--- config.mk ---
export PLATFORM = sky130hd
export DESIGN_NAME = apb_regbank
export DESIGN_NICKNAME = d
export VERILOG_FILES = /design/src/rtl/apb_regbank_pkg.sv /design/src/rtl/regbank_fifo.sv /design/src/rtl/apb_regbank.sv
export SDC_FILE = /design/constraint.sdc
export NUM_CORES = 1
export LEC_CHECK = 0
export CORE_MARGIN = 2
export CORE_UTILIZATION = 30
export CTS_CLUSTER_DIAMETER = 150
export CTS_CLUSTER_SIZE = 24
export DETAILED_ROUTE_END_ITERATION = 12
export SYNTH_ARGS = -nofsm -noshare
export SYNTH_HDL_FRONTEND = slang
export SYNTH_SLANG_ARGS = --single-unit
--- constraint.sdc ---
create_clock -name PCLK -period 4.3 [get_ports PCLK]
set_clock_uncertainty 0.1 [all_clocks]
set_input_delay 1.075 -clock PCLK [delete_from_list [all_inputs] [get_ports PCLK]]
set_output_delay 1.075 -clock PCLK [all_outputs]
set_load 0.005 [all_outputs]
--- src/rtl/apb_regbank_pkg.sv ---
// Shared register map, field positions and status layout for the APB register bank.
// Latency: n/a (constants and types only).
// Backpressure: n/a.
package apb_regbank_pkg;

  // Register byte addresses
  localparam logic [4:0] ADDR_ID        = 5'h00;
  localparam logic [4:0] ADDR_CTRL      = 5'h01;
  localparam logic [4:0] ADDR_GPIO_OUT  = 5'h02;
  localparam logic [4:0] ADDR_GPIO_IN   = 5'h03;
  localparam logic [4:0] ADDR_FIFO_DATA = 5'h04;
  localparam logic [4:0] ADDR_FIFO_STAT = 5'h05;
  localparam logic [4:0] ADDR_XFER_CNT  = 5'h06;

  // SCRATCH window is 0x10-0x1F: bit 4 selects it, bits [3:0] index the array
  localparam int SCRATCH_SEL_BIT = 4;
  localparam int SCRATCH_IDX_W   = 4;
  localparam int SCRATCH_DEPTH   = 16;

  // Field positions
  localparam int CTRL_WAIT_W  = 2;
  localparam int STAT_OVF_BIT = 5;
  localparam int STAT_UNF_BIT = 6;

  localparam logic [7:0] ID_DEFAULT = 8'hB8;

  // FIFO_STAT register image
  typedef struct packed {
    logic       rsvd;
    logic       underflow;
    logic       overflow;
    logic       full;
    logic       empty;
    logic [2:0] count;
  } fifo_stat_t;

endpackage

--- src/rtl/regbank_fifo.sv ---
// Small synchronous FIFO: push/pop with full/empty/count; head entry visible on pop_dat.
// Latency: a pushed entry is visible at the head one edge after the push.
// Backpressure: push when full is dropped, pop when empty is ignored; caller flags these.
//
// Ports: clk, rst_n (async active-low), push_vld/push_dat, pop_vld/pop_dat (head),
//        full, empty, count.
module regbank_fifo #(
  parameter int DEPTH = 4,
  parameter int WIDTH = 8,
  localparam int AW = $clog2(DEPTH),
  localparam int CW = $clog2(DEPTH + 1)
) (
  input  logic             clk,
  input  logic             rst_n,
  input  logic             push_vld,
  input  logic [WIDTH-1:0] push_dat,
  input  logic             pop_vld,
  output logic [WIDTH-1:0] pop_dat,
  output logic             full,
  output logic             empty,
  output logic [CW-1:0]    count
);

  logic [WIDTH-1:0] mem [DEPTH];
  logic [AW-1:0]    wr_ptr;
  logic [AW-1:0]    rd_ptr;
  logic [CW-1:0]    cnt;
  logic             do_push;
  logic             do_pop;

  function automatic logic [AW-1:0] ptr_inc(input logic [AW-1:0] p);
    return (p == AW'(DEPTH - 1)) ? '0 : p + AW'(1);
  endfunction

  assign full    = (cnt == CW'(DEPTH));
  assign empty   = (cnt == '0);
  assign count   = cnt;
  assign pop_dat = mem[rd_ptr];
  assign do_push = push_vld && !full;
  assign do_pop  = pop_vld && !empty;

  always_ff @(posedge clk or negedge rst_n) begin
    if (!rst_n) begin
      wr_ptr <= '0;
      rd_ptr <= '0;
      cnt    <= '0;
      for (int i = 0; i < DEPTH; i++) mem[i] <= '0;
    end else begin
      if (do_push) begin
        mem[wr_ptr] <= push_dat;
        wr_ptr      <= ptr_inc(wr_ptr);
      end
      if (do_pop) rd_ptr <= ptr_inc(rd_ptr);
      case ({do_push, do_pop})
        2'b10:   cnt <= cnt + CW'(1);
        2'b01:   cnt <= cnt - CW'(1);
        default: ;
      endcase
    end
  end

endmodule

--- src/rtl/apb_regbank.sv ---
// APB slave register bank: ID, CTRL (wait states), GPIO, data FIFO + status, transfer counter, scratch RAM.
// Latency: completes after CTRL.WAIT wait cycles; writes take effect on the completion edge.
// Backpressure: PREADY held low for CTRL.WAIT access cycles; no other stall source.
//
// Ports: PCLK, PRESETn (async active-low), APB slave (PSEL, PADDR, PENABLE, PWRITE, PWDATA,
//        PRDATA, PREADY), gpio_in (async, synchronized), gpio_out (registered).
module apb_regbank
  import apb_regbank_pkg::*;
#(
  parameter int         FIFO_DEPTH = 4,
  parameter logic [7:0] ID_VALUE   = ID_DEFAULT
) (
  input  logic       PCLK,
  input  logic       PRESETn,
  input  logic       PSEL,
  input  logic [4:0] PADDR,
  input  logic       PENABLE,
  input  logic       PWRITE,
  input  logic [7:0] PWDATA,
  output logic [7:0] PRDATA,
  output logic       PREADY,
  input  logic [7:0] gpio_in,
  output logic [7:0] gpio_out
);

  logic                   access;
  logic                   complete;
  logic                   wr_en;
  logic                   rd_en;
  logic [1:0]             wait_cnt;
  logic [CTRL_WAIT_W-1:0] ctrl_wait;
  logic [7:0]             gpio_out_q;
  logic [7:0]             gpio_meta;
  logic [7:0]             gpio_sync;
  logic [7:0]             xfer_cnt;
  logic                   ovf;
  logic                   unf;
  logic [7:0]             scratch [SCRATCH_DEPTH];
  logic [7:0]             rdata;

  logic                   fifo_push;
  logic                   fifo_pop;
  logic                   stat_wr;
  logic [7:0]             fifo_head;
  logic                   fifo_full;
  logic                   fifo_empty;
  logic [2:0]             fifo_count;
  fifo_stat_t             stat;

  // ---------------- APB handshake ----------------
  // Wait counter only advances while stalled, so a transfer completes once it reaches WAIT.
  // CTRL only changes on a completion edge, so a new WAIT naturally applies from the next transfer.
  assign access   = PSEL && PENABLE;
  assign PREADY   = !access || (wait_cnt == ctrl_wait);
  assign complete = access && PREADY;
  assign wr_en    = complete && PWRITE;
  assign rd_en    = complete && !PWRITE;

  // Dropping PSEL mid-wait lands in the non-access branch: counter clears, nothing committed.
  always_ff @(posedge PCLK or negedge PRESETn) begin
    if (!PRESETn)                wait_cnt <= '0;
    else if (!access || PREADY)  wait_cnt <= '0;
    else                         wait_cnt <= wait_cnt + 2'd1;
  end

  // ---------------- decoded side-effect strobes ----------------
  assign fifo_push = wr_en && !PADDR[SCRATCH_SEL_BIT] && (PADDR == ADDR_FIFO_DATA);
  assign fifo_pop  = rd_en && !PADDR[SCRATCH_SEL_BIT] && (PADDR == ADDR_FIFO_DATA);
  assign stat_wr   = wr_en && (PADDR == ADDR_FIFO_STAT);

  regbank_fifo #(
    .DEPTH (FIFO_DEPTH),
    .WIDTH (8)
  ) u_fifo (
    .clk      (PCLK),
    .rst_n    (PRESETn),
    .push_vld (fifo_push),
    .push_dat (PWDATA),
    .pop_vld  (fifo_pop),
    .pop_dat  (fifo_head),
    .full     (fifo_full),
    .empty    (fifo_empty),
    .count    (fifo_count)
  );

  // ---------------- control / status registers ----------------
  always_ff @(posedge PCLK or negedge PRESETn) begin
    if (!PRESETn) begin
      ctrl_wait  <= '0;
      gpio_out_q <= '0;
      xfer_cnt   <= '0;
      ovf        <= 1'b0;
      unf        <= 1'b0;
    end else begin
      if (wr_en && (PADDR == ADDR_CTRL))     ctrl_wait  <= PWDATA[CTRL_WAIT_W-1:0];
      if (wr_en && (PADDR == ADDR_GPIO_OUT)) gpio_out_q <= PWDATA;
      if (complete)                          xfer_cnt   <= xfer_cnt + 8'd1;
      // Sticky flags: write-1 clears, but a same-edge event re-sets (set wins).
      ovf <= (ovf && !(stat_wr && PWDATA[STAT_OVF_BIT])) || (fifo_push && fifo_full);
      unf <= (unf && !(stat_wr && PWDATA[STAT_UNF_BIT])) || (fifo_pop && fifo_empty);
    end
  end

  always_ff @(posedge PCLK or negedge PRESETn) begin
    if (!PRESETn) begin
      for (int i = 0; i < SCRATCH_DEPTH; i++) scratch[i] <= '0;
    end else if (wr_en && PADDR[SCRATCH_SEL_BIT]) begin
      scratch[PADDR[SCRATCH_IDX_W-1:0]] <= PWDATA;
    end
  end

  // Two-flop synchronizer for the asynchronous GPIO inputs
  always_ff @(posedge PCLK or negedge PRESETn) begin
    if (!PRESETn) begin
      gpio_meta <= '0;
      gpio_sync <= '0;
    end else begin
      gpio_meta <= gpio_in;
      gpio_sync <= gpio_meta;
    end
  end

  assign gpio_out = gpio_out_q;

  // ---------------- read path ----------------
  assign stat = '{rsvd:      1'b0,
                  underflow: unf,
                  overflow:  ovf,
                  full:      fifo_full,
                  empty:     fifo_empty,
                  count:     fifo_count};

  always_comb begin
    rdata = 8'h00;
    if (PADDR[SCRATCH_SEL_BIT]) begin
      rdata = scratch[PADDR[SCRATCH_IDX_W-1:0]];
    end else begin
      case (PADDR)
        ADDR_ID:        rdata = ID_VALUE;
        ADDR_CTRL:      rdata = {{(8-CTRL_WAIT_W){1'b0}}, ctrl_wait};
        ADDR_GPIO_OUT:  rdata = gpio_out_q;
        ADDR_GPIO_IN:   rdata = gpio_sync;
        ADDR_FIFO_DATA: rdata = fifo_empty ? 8'h00 : fifo_head;
        ADDR_FIFO_STAT: rdata = stat;
        ADDR_XFER_CNT:  rdata = xfer_cnt; // pre-increment value
        default:        rdata = 8'h00;
      endcase
    end
  end

  assign PRDATA = rd_en ? rdata : 8'h00;

endmodule

-- Yosys cells after proc, flatten, opt, wreduce, memory -nomap -nowiden
Cells that the tools add are included.
- input port bits: 26
- flip-flop bits (word level): 205
- output and inout bits: 17
- word-level logic and storage cells: 113
- $lt $le $gt $ge: 5
- add/sub/neg operators: 6
- mux-type cells: 20
- equality and inequality tests: 12
- reductions and logical operators: 36
- bitwise operators: 3
- operators with widths (kind ; number):
    128-bit bitwise mux ; 1
    8-bit 2-to-1 mux ; 9
    8-bit one-hot mux with 7 select lines ; 1
    8-bit binary-select mux with 4-bit select ; 1
    32-bit bitwise mux ; 1
    8-bit demux with 4-bit select ; 1
    1-bit logical AND ; 22
    8-bit binary-select mux with 2-bit select ; 1
    8-bit demux with 2-bit select ; 1
    5-bit by 3-bit equality test with 1-bit output (second input constant) ; 3
    5-bit by 2-bit equality test with 1-bit output (second input constant) ; 2
    8-bit by 1-bit adder with 8-bit output (second input constant) ; 1
    1-bit logical NOT ; 7
    2-bit by 1-bit adder with 2-bit output (second input constant) ; 3
    2-bit equality test (second input constant) ; 3
    3-bit >= comparator (second input constant) ; 2
    2-bit 2-to-1 mux ; 3
    2-bit NOT with 3-bit output ; 2
    3-bit one-hot mux with 2 select lines ; 1
    5-bit by 1-bit equality test with 1-bit output (second input constant) ; 1
    5-bit >= comparator (second input constant) ; 1
    5-bit logical NOT ; 1
    5-bit by 1-bit less-than comparator with 1-bit output (second input constant) ; 1
    4-bit NOT with 5-bit output ; 1
    other kinds (9) ; 12

-- Logic depth before layout (Yosys ltp)
- depth in word-level cells: 10
- depth in mapped cells: 12
- depth with buffers taken out: 10

-- By module
A second synthesis with hierarchy kept.
- cell total of the unflattened synthesis: 665
- area total of the unflattened synthesis: 9688.0 sq um
- modules (own cells, without submodules) (module ; times used ; area an instance (sq um) ; sequential area each (sq um) ; cells an instance):
    apb_regbank ; 1 ; 7880.1 ; 4154.0 ; 548
    regbank_fifo ; 1 ; 1808.0 ; 975.9 ; 117

-- Least setup slack after synthesis
No wires, ideal clock.
- path type: input to output
- from: input port PADDR[3]
- to: output port PRDATA[4]
- slack: 661 ps
- cell stages on the path: 5
- required time: 3125 ps
- arrival time: 2464 ps
- path buffers: 1
- cell sequence: buf_2 > or3b_2 > nor3_4 > a221oi_1 > a311oi_1
- longest elaborated chain between the ends: 6
- elaborated cells between the ends (all ways): 14
- classes of those cells: eq/ne (6); mux (6); bitwise (1); reduce/logical (1)
- ends and longest elaborated chain (item ; RTL line ; RTL):
    start, declared ; apb_regbank.sv:16 ; input logic [4:0] PADDR,
    4-bit NOT with 5-bit output (implied by the code) ; apb_regbank.sv:136 ; rdata = scratch[PADDR[SCRATCH_IDX_W-1:0]];
    8-bit binary-select mux with 4-bit select ; apb_regbank.sv:136 ;
    8-bit 2-to-1 mux (implied by the code) (2 in series) ; apb_regbank.sv:136 ;
    8-bit 2-to-1 mux (*) ; apb_regbank.sv:135 ; if (PADDR[SCRATCH_SEL_BIT]) begin
    8-bit 2-to-1 mux (*) ; apb_regbank.sv:151 ; assign PRDATA = rd_en ? rdata : 8'h00;
    end, declared ; apb_regbank.sv:20 ; output logic [7:0] PRDATA,
Mark *: on every way between the ends. The rest lies on a longest branch, timed or not. The select of a mux whose other input is x is not followed.

-- Worst setup path after layout
- from: input port PADDR[0]
- to: output port PRDATA[4]
Same word-level chain as after synthesis.

==> out/results.txt <==
Syn-to-layout area delta = 16.7%
worst min path class = register to register
Core Area = 0.0317 sq mm
CP delay by family, top = buffers and inverters
Final period util = 97.3%
Worst VDD drop = 0.266 mV
nets = 783
CTS clock-pin slew for the worst setup and hold paths = 0.10 ns
Crit path depth = 7
Post-synth EDFFs = 0
DIE AREA = 0.0338 sq mm
Hold Vio Cnt, Final = 0
Yosys cell types = 55
post-synth top area cell = dfrtp_1
DP HPWL = 16.6 mm
CP most frequent cell = buf_12
FF+latch count, synth = 205
DR vias = 5918
FF-to-FF setup slack = 1.46 ns
Commonest cells post-synth = dfrtp_1, mux2_2, mux4_2, clkbuf_1, nand2_1
Chip Height = 184 um
top cells by area, synth = dfrtp_1, mux2_2, mux4_2
endpoint type of the worst setup path = primary output
first-pass GRT wire length = 37.9 mm
Hold Path Origin = gpio_meta[6]
Cell Area, Synth = 0.00971 sq mm
cell row count = 65
worst slew pin tran = 1.11 ns
ys async rst share = 100%
port bufs = 42
die width = 184 um
number of remaining DRC errors = 0
layout cells sized above 1 = 45.0%
Initial Util = 30.6%
Final Setup Violations = 0
Synth Instances = 676
cell leakage power = 5.23 nW
Data required, critical path = 3.12 ns
global route overflow = 0
Slew Limit Fails = 0
final RePlAce weighted congestion = 0.892
Area after DPL = 0.0109 sq mm
pin count of the biggest net entering global routing = 103
CTS Hold Bufs = 0
Critical Path Fanout Max = 15
sequential-to-total area share from yosys stat = 52.8%
CP max stage cell = mux4_2
hold depth = 0
Worst EP arrival = 3.01 ns
Max-Cap Viols = 0
TritonCTS clock tree = done
number of fill cells in the layout = 3108
slew margin rel. = 26.1%
Vias/cell = 5.14
top_reg_cell synth = dfrtp_1
fin cells = 1151
outcome = finished clean
minimum clock period = 4.18 ns
cts bufs inserted = 12
PwrDens = 345 mW/mm^2
routed len/inst = 20.5 um
worst reg-to-reg path cell count = 11
dpl cells = 1137
H-Tree Depth = 1
WHS Endpoint = gpio_sync[6]
post-layout instance area = 0.0113 sq mm
Avg Cell Area, Syn = 14.4 sq um
Buf/Inv on CP = 4
Global Route Usage Sum = 14.6%
vias in the first global route = 6246
total wire length = 23.6 mm
diode count = 0
top cell type's share of synthesized area = 52.8%
CP startpoint kind = input port
yosys synthesis warning count = 0
Reg-to-Reg End = u_fifo.count[2]
clock buffer depth = 3
reg2reg start = ctrl_wait[0]
CTS root buffer = clkbuf_16
RSZ-0062 raised after global routing = false
top achievable clock speed = 239 MHz
Post-CTS Setup Bufs = 0
CTS Sinks = 205
Post-Syn Nets = 710
Top Ports = 43
crit path cell chain = buf_6 > buf_12 > buf_12 > mux4_2 > a221oi_1 > a311oi_1 > dlygate4sd2_1
CP Class = input port to primary output
First-pass DRT Iterations = 7
most instantiated library cell after synthesis = dfrtp_1
clk_lat worst skew = 0.47 ns
Antenna Violating Nets Remaining = 0
initial antenna violation count = 0
DR iter-0 viols = 372
CP max stage delay = 0.55 ns
[sequential cells by signal, summed over array words and instances (netlist names)]
name,flops
ctrl_wait,2
gpio_meta,8
gpio_out,8
gpio_sync,8
ovf,1
scratch,128
u_fifo.count,3
u_fifo.mem,32
u_fifo.rd_ptr,2
u_fifo.wr_ptr,2
unf,1
wait_cnt,2
xfer_cnt,8
[metal layers]
metal	global-route usage (%)	routed length, um
met5	0	0
met3	1.94	906
met4	2.72	310
met2	23.0	10900
met1	21.5	11600
[worst register-to-register path, cell delays in order, from the launching register on]
cell      delay [ns]
dfrtp_1         0.45
xnor2_1         0.32
and3_2          0.25
buf_4           0.25
nand3b_1        0.26
inv_1           0.11
ha_1            0.18
inv_1           0.06
fa_1            0.37
xor2_1          0.15
nor2_1          0.11
xor2_1          0.15
[worst max path at each step]
stage	from	to
floorplan	PADDR[3]	PRDATA[4]
global placement	PADDR[3]	PRDATA[2]
detailed placement	PADDR[3]	PRDATA[2]
CTS	PADDR[0]	PRDATA[4]
global route	PADDR[0]	PRDATA[4]
finish	PADDR[0]	PRDATA[4]
[repair_timing]
action,4_1_cts,5_1_grt
setup endpoints to repair,8,0
hold endpoints to repair,0,0
resized for setup,21,0
[cells by family (layout without fill, tap and decap cells)]
family / after synthesis / after routing / synth area share, %
compound gates: 49 / 49 / 3.97
xor+xnor: 13 / 13 / 1.17
simple gates: 107 / 107 / 7.14
fa+ha+maj: 8 / 8 / 1.11
mux: 236 / 236 / 30.9
buf+inv: 58 / 131 / 2.90
flops: 205 / 205 / 52.8
[cells in the final DEF (no fill, tap or decap), types with 5 or more instances in the layout]
cell,instances
dfrtp_1,205
a22oi_1,6
ha_1,7
nand4_1,7
mux2_2,186
mux4_2,32
nand3_1,10
clkbuf_16,13
nand2_1,22
dlygate4sd2_1,7
inv_1,8
buf_12,6
nor3_1,8
nor2_1,17
o221ai_1,6
xnor2_1,8
clkdlybuf4s50_1,29
buf_4,62
and3_1,6
nor3_2,5
a221oi_1,8
o21ai_0,5
xor2_1,5
mux2i_1,18
nand2b_1,5
[per-stage QoR]
stage / power, W / hold slack [ns] / TNS (ns) / setup WS, ns / util [%]
after floorplan: 0.00253 / 0.231 / 0 / 0.661 / -
after global placement: 0.00276 / 0.236 / -2.41 / -0.404 / 34.5
after CTS: 0.00396 / 0.249 / 0 / 0.117 / 35.7
after global routing: 0.00410 / 0.264 / 0 / 0.0453 / 35.7
after detailed placement: 0.00277 / 0.236 / -2.34 / -0.411 / 34.5
final: 0.00391 / 0.254 / 0 / 0.116 / 35.7
[power breakdown]
group | switching, W | internal, W
Combinational | 0.000265 | 0.000281
Clock | 0.000628 | 0.000549
Sequential | 0.000114 | 0.00208
Total | 0.00101 | 0.00291
[cell type report]
class	count	area [sq um]	share of cell area, %
inverters	9	35.0	0.309
multi-input cells	413	4340	38.3
well taps	402	503	4.44
flip-flops and latches	205	5130	45.3
clock buffers	13	325	2.87
repair buffers	108	978	8.64
clock inverters	1	16.3	0.144
(Power assumes the default switching activity.)
